### src/rtl/approx_error_monitor.sv
// approx_error_monitor
// Watches an approximate adder. For each accepted operand set it computes the
// exact sum, then one cycle later compares it with the adder's registered
// output. Over a window of N samples it accumulates the error count, the sum
// of error distances and the largest error distance.
module approx_error_monitor #(
   parameter int WIDTH = 8,
   parameter int CNT_W = 16
) (
   input  logic                     clock,
   input  logic                     reset,
   input  logic                     start,
   input  logic [CNT_W-1:0]         num_samples,
   input  logic                     in_valid,
   output logic                     in_ready,
   input  logic [WIDTH-1:0]         X,
   input  logic [WIDTH-1:0]         Y,
   input  logic                     Cin,
   input  logic [WIDTH:0]           approx_sum,
   output logic                     busy,
   output logic                     done,
   output logic [CNT_W-1:0]         err_count,
   output logic [CNT_W+WIDTH:0]     sum_ed,
   output logic [WIDTH:0]           max_ed
);

   localparam logic [1:0] IDLE = 2'd0;
   localparam logic [1:0] RUN  = 2'd1;
   localparam logic [1:0] DONE = 2'd2;

   // Exact-sum stage that lines up with the adder's single output register.
   typedef struct packed {
      logic             vld;
      logic [WIDTH:0]   exact;
   } stage_t;

   logic [1:0]       state;
   logic [1:0]       state_nxt;
   logic [CNT_W-1:0] n_q;
   logic [CNT_W-1:0] issued;
   logic [CNT_W-1:0] compared;
   stage_t           stg;

   logic             arm;
   logic             accept;
   logic             cmp_last;
   logic [WIDTH:0]   exact_nxt;
   logic [WIDTH:0]   ed;

   // A start is only honoured while not measuring.
   assign arm      = start && (state != RUN);
   assign in_ready = (state == RUN) && (issued < n_q);
   assign accept   = in_valid && in_ready;

   // Full-width exact sum, carry-out kept in the top bit.
   assign exact_nxt = {1'b0, X} + {1'b0, Y} + {{WIDTH{1'b0}}, Cin};

   // Unsigned distance between the exact and approximate results.
   always_comb begin
      ed = '0;
      if (stg.exact >= approx_sum)
         ed = stg.exact - approx_sum;
      else
         ed = approx_sum - stg.exact;
   end

   // The last compare of the window closes it on the same edge.
   assign cmp_last = stg.vld && (compared + {{(CNT_W-1){1'b0}}, 1'b1} == n_q);

   // Next-state decode for the window FSM.
   always_comb begin
      state_nxt = state;
      case (state)
         IDLE, DONE: begin
            if (start)
               state_nxt = (num_samples != '0) ? RUN : DONE;
         end
         RUN: begin
            if (cmp_last)
               state_nxt = DONE;
         end
         default: state_nxt = IDLE;
      endcase
   end

   // State register with registered status flags derived from next state.
   always_ff @(posedge clock or posedge reset) begin
      if (reset) begin
         state <= IDLE;
         busy  <= 1'b0;
         done  <= 1'b0;
      end else begin
         state <= state_nxt;
         busy  <= (state_nxt == RUN);
         done  <= (state_nxt == DONE);
      end
   end

   // Window length and issue counter; the issue side stops at N.
   always_ff @(posedge clock or posedge reset) begin
      if (reset) begin
         n_q    <= '0;
         issued <= '0;
      end else if (arm) begin
         n_q    <= num_samples;
         issued <= '0;
      end else if (accept) begin
         issued <= issued + 1'b1;
      end
   end

   // Exact-sum stage: loaded on accept, dropped on a new window.
   always_ff @(posedge clock or posedge reset) begin
      if (reset) begin
         stg <= '0;
      end else if (arm) begin
         stg.vld <= 1'b0;
      end else begin
         stg.vld <= accept;
         if (accept)
            stg.exact <= exact_nxt;
      end
   end

   // Result accumulators, updated only at the compare stage.
   always_ff @(posedge clock or posedge reset) begin
      if (reset) begin
         compared  <= '0;
         err_count <= '0;
         sum_ed    <= '0;
         max_ed    <= '0;
      end else if (arm) begin
         compared  <= '0;
         err_count <= '0;
         sum_ed    <= '0;
         max_ed    <= '0;
      end else if (stg.vld) begin
         compared  <= compared + 1'b1;
         sum_ed    <= sum_ed + {{CNT_W{1'b0}}, ed};
         if (ed != '0)
            err_count <= err_count + 1'b1;
         if (ed > max_ed)
            max_ed <= ed;
      end
   end

endmodule

### config.mk
export PLATFORM = sky130hd
export DESIGN_NAME = approx_error_monitor
export DESIGN_NICKNAME = d
export VERILOG_FILES = /design/src/rtl/approx_error_monitor.sv
export SDC_FILE = /design/constraint.sdc
export NUM_CORES = 1
export LEC_CHECK = 0
export ABC_AREA = 1
export ABC_CLOCK_PERIOD_IN_PS = 5100
export BUFFER_PORTS_ARGS = -buffer_cell sky130_fd_sc_hd__buf_2
export CAP_MARGIN = 20
export CELL_PAD_IN_SITES_DETAIL_PLACEMENT = 1
export CELL_PAD_IN_SITES_GLOBAL_PLACEMENT = 2
export CORE_MARGIN = 10
export CORE_UTILIZATION = 34
export DETAILED_ROUTE_END_ITERATION = 10
export GPL_TIMING_DRIVEN = 0
export PLACE_DENSITY_LB_ADDON = 0.1
export SETUP_SLACK_MARGIN = 0.4
export SYNTH_ARGS = -nofsm -noshare
export SYNTH_HDL_FRONTEND = slang
export SYNTH_SLANG_ARGS = --single-unit
### constraint.sdc
create_clock -name clock -period 5.1 [get_ports clock]
set_clock_uncertainty 0.05 [all_clocks]
set_input_delay 1.02 -clock clock [delete_from_list [all_inputs] [get_ports clock]]
set_output_delay 1.02 -clock clock [all_outputs]
set_load 0.02 [all_outputs]
==> metrics.cfg <==
[power]
switchingPower_mw=2.68
clock_power_share_pct=13.5
p_seq_share_pct=26.8
p_int_mw=2.54
swShare_pct=51.4
ir_worst_vdd_mv=0.266
leakage_nw=4.96
p_per_area_nw_per_um2=554
combPwrFrac_pct=59.8

[timing]
setup_tns_ns=0
setup_viol=0
fin_crit_ns=4.23
worst_pin_slew_ns=0.648
period_share_pct=82.9
holdWs_ns=0.476
rsz0062_at_grt=false
hold_viol=0
report.final.slew_viol_count=0
slew_headroom_pct=56.8
max_freq_mhz=237

[cells_and_area]
layout_commonest_cell=nand2_1
n_antenna_cell=0
utilization_pct=39.9
layout-area-overhead-vs-synth_pct=14.8
postLayoutCellArea_um2=9420
drive_above_1_share_pct=12.8
layout_common_cells=nand2_1 (327), inv_1 (154), dfrtp_1 (112)
fillers=3075
finalNetCount=1370

[clock_network]
cts_buffers=9
cts_sinks=112
clock_latency_ns=0.36
cts_setup_buffers=0
clk_pin_slew_ns=0.08
cts-root-buf=clkbuf_16
tritoncts=built
htree_levels=3
cts_buffer_depth=2

[critical_path]
worst_setup_path_end_kind=flop
path_cells=buf_2, inv_1, ha_1, buf_2, nand2_1, o21ai_0, nand2_1, nand2_1, nand2_1, nand2_1, nand2_1, nand2_1, inv_1, ha_1, nand2_1, nor2_1, nand4_1, o21ai_1, nand2_1, nor2_4, nand2_1, o21ai_0, nor2_1
required_ns=5.29
cp-start-kind=input port
max_stage_delay_ns=0.36
crit_path_top_delay_cell=ha_1
crit_fanout=9
worstPathArrival_ns=4.42
cp_common_cell=nand2_1
path_class=input port to flop

[grt]
grt-ovfl-total=0
grt_pass1_vias=8022
grt_pass1_wl_um=42400
antenna_found_initial=0
grt_usage_pct=16.9
grt_max_degree=87

[synthesis]
synth_edf_count=0
ys.flop_type=dfrtp_1
synth_top_area_share_pct=34.1
synth-seq-area-share_pct=34.1
synth_fp_nets=1260
syn-cell-area_um2=8210
syn_inst=1147
synth_area_per_cell_um2=7.16
async_flop_share_pct=100
synth_area_leaders=dfrtp_1 (34%), nand2_1 (15%), ha_1 (9.5%)
synth_top_cell_by_area=dfrtp_1
ys_ff_latch=112
synth_cell_types=43
yosysWarnings=0

[place]
hpwl_um=20800
place.gp.congestion=0.833
place_area_um2=9130
port_buffers=98

[drt]
finalWirelength_um=25400
wl_per_cell_um=16.0
vias_per_cell=4.81
final_antenna_net_count=0
drt_first_pass_iters=4
routed-via-count=7611
drtIter0Drc=288
drc=0

[floorplanning]
ios=99
die_w_um=175
core_um2=23600
die_y_um=175
dieArea_um2=30800
initial_core_util_pct=34.8
placementRows=56

[status]
status=completed

[worst_hold_path]
hold_class=flop to flop

[run]
max_cap_viol_count=0

-- worst max-delay path, delay by kind of cell --
| family | cells | cell delay, ns |
|---|---|---|
| adders and majority gates | 2 | 0.63 |
| and+or+nand+nor | 14 | 1.59 |
| AOI/OAI and AO/OA | 3 | 0.70 |
| buffers and inverters | 4 | 0.48 |
-- repair_timing --
| item | in CTS | in global routing |
|---|---|---|
| resized for setup | 0 | 4 |
| endpoints found under the setup margin | 0 | 5 |
| hold buffers | 0 | 0 |
-- Yosys cell counts (2+ instances only) --
cell      count
nand3_1     103
xor2_1       21
inv_1       155
nand4_1      17
nor3_1       21
and2_1        2
ha_1         62
nand2_2      22
o22ai_1      19
xnor3_1       4
nand3_4       2
inv_2         4
o31ai_1       2
o21ai_0      62
nor2_2        3
a21oi_1      51
a22o_1        2
nor3b_1       3
nand2_4       2
clkbuf_1     17
nor4_1        7
nor2_1       83
fa_1          5
nor2_4        3
clkinv_1      4
buf_2         3
dfrtp_1     112
xnor2_1      12
a31oi_1       3
nand2_1     327
nand3b_1      2
-- final timing paths --
kind | from | endpoint | slack, ns | cells after the start
setup / recovery | approx_sum[2] | sum_ed[15] | 0.87 | 23
hold / removal | stg[5] | stg[5] | 0.48 | 2
setup reg to reg | stg[0] | sum_ed[15] | 1.17 | 23
hold reg to reg | stg[5] | stg[5] | 0.48 | 2
max in group asynchronous | reset | max_ed[1] | 3.69 | 3
min in group asynchronous | reset | err_count[9] | 0.57 | 2
-- per-layer routing --
metal,routed length [µm],track usage (%),up-vias
met5,0,0,-
met4,176,3.11,0
met3,1130,3.35,10
met2,11400,26.8,100
met1,12700,23.3,3573
li1,-,-,3928
-- through the flow --
stage	power (mW)	std cells	setup slack (ns)
4_1_cts	5.31	1581	0.566
5_1_grt	5.83	1581	0.434
2_1_floorplan	3.62	1147	1.07
3_5_place_dp	4.58	1565	0.192
6_report	5.22	1581	0.874
3_3_place_gp	4.51	1564	-0.671
-- cells by family (layout without fill, tap and decap cells) --
logic type                 after synthesis  count (layout)  synth area share, %
adders and majority gates               67              67                 10.7
and+or+nand+nor                        601             601                 32.3
DFF                                    112             112                 34.1
AOI/OAI and AO/OA                      145             145                 9.57
buffers and inverters                  185             300                 8.70
xor gates and xnor gates                37              37                 4.62
-- state kept, by name (all words and copies together), names as in the netlist --
register   cells
busy           1
compared      16
done           1
err_count     16
issued        16
max_ed         9
n_q           16
state          2
stg           10
sum_ed        25
-- area by class of cell --
class                   instances  area, µm²  area share, %
multi-input cells             850       4700           49.9
flip-flops and latches        112       2800           29.8
inverters                     163        617           6.55
repair buffers                 99        518           5.50
well taps                     319        399           4.24
clock buffers                   9        225           2.39
plain buffers                  22        103           1.09
clock inverters                 7       52.6          0.558
-- power by group through the flow --
stage,clock [mW],sequential [mW],combinational (mW)
after global routing,0.770,1.44,3.63
after floorplan,0,1.45,2.17
final,0.704,1.40,3.12
after global placement,0,1.41,3.10
after detailed placement,0,1.41,3.16
after CTS,0.735,1.40,3.17
Note: power is estimated with default switching activity, not from simulation.
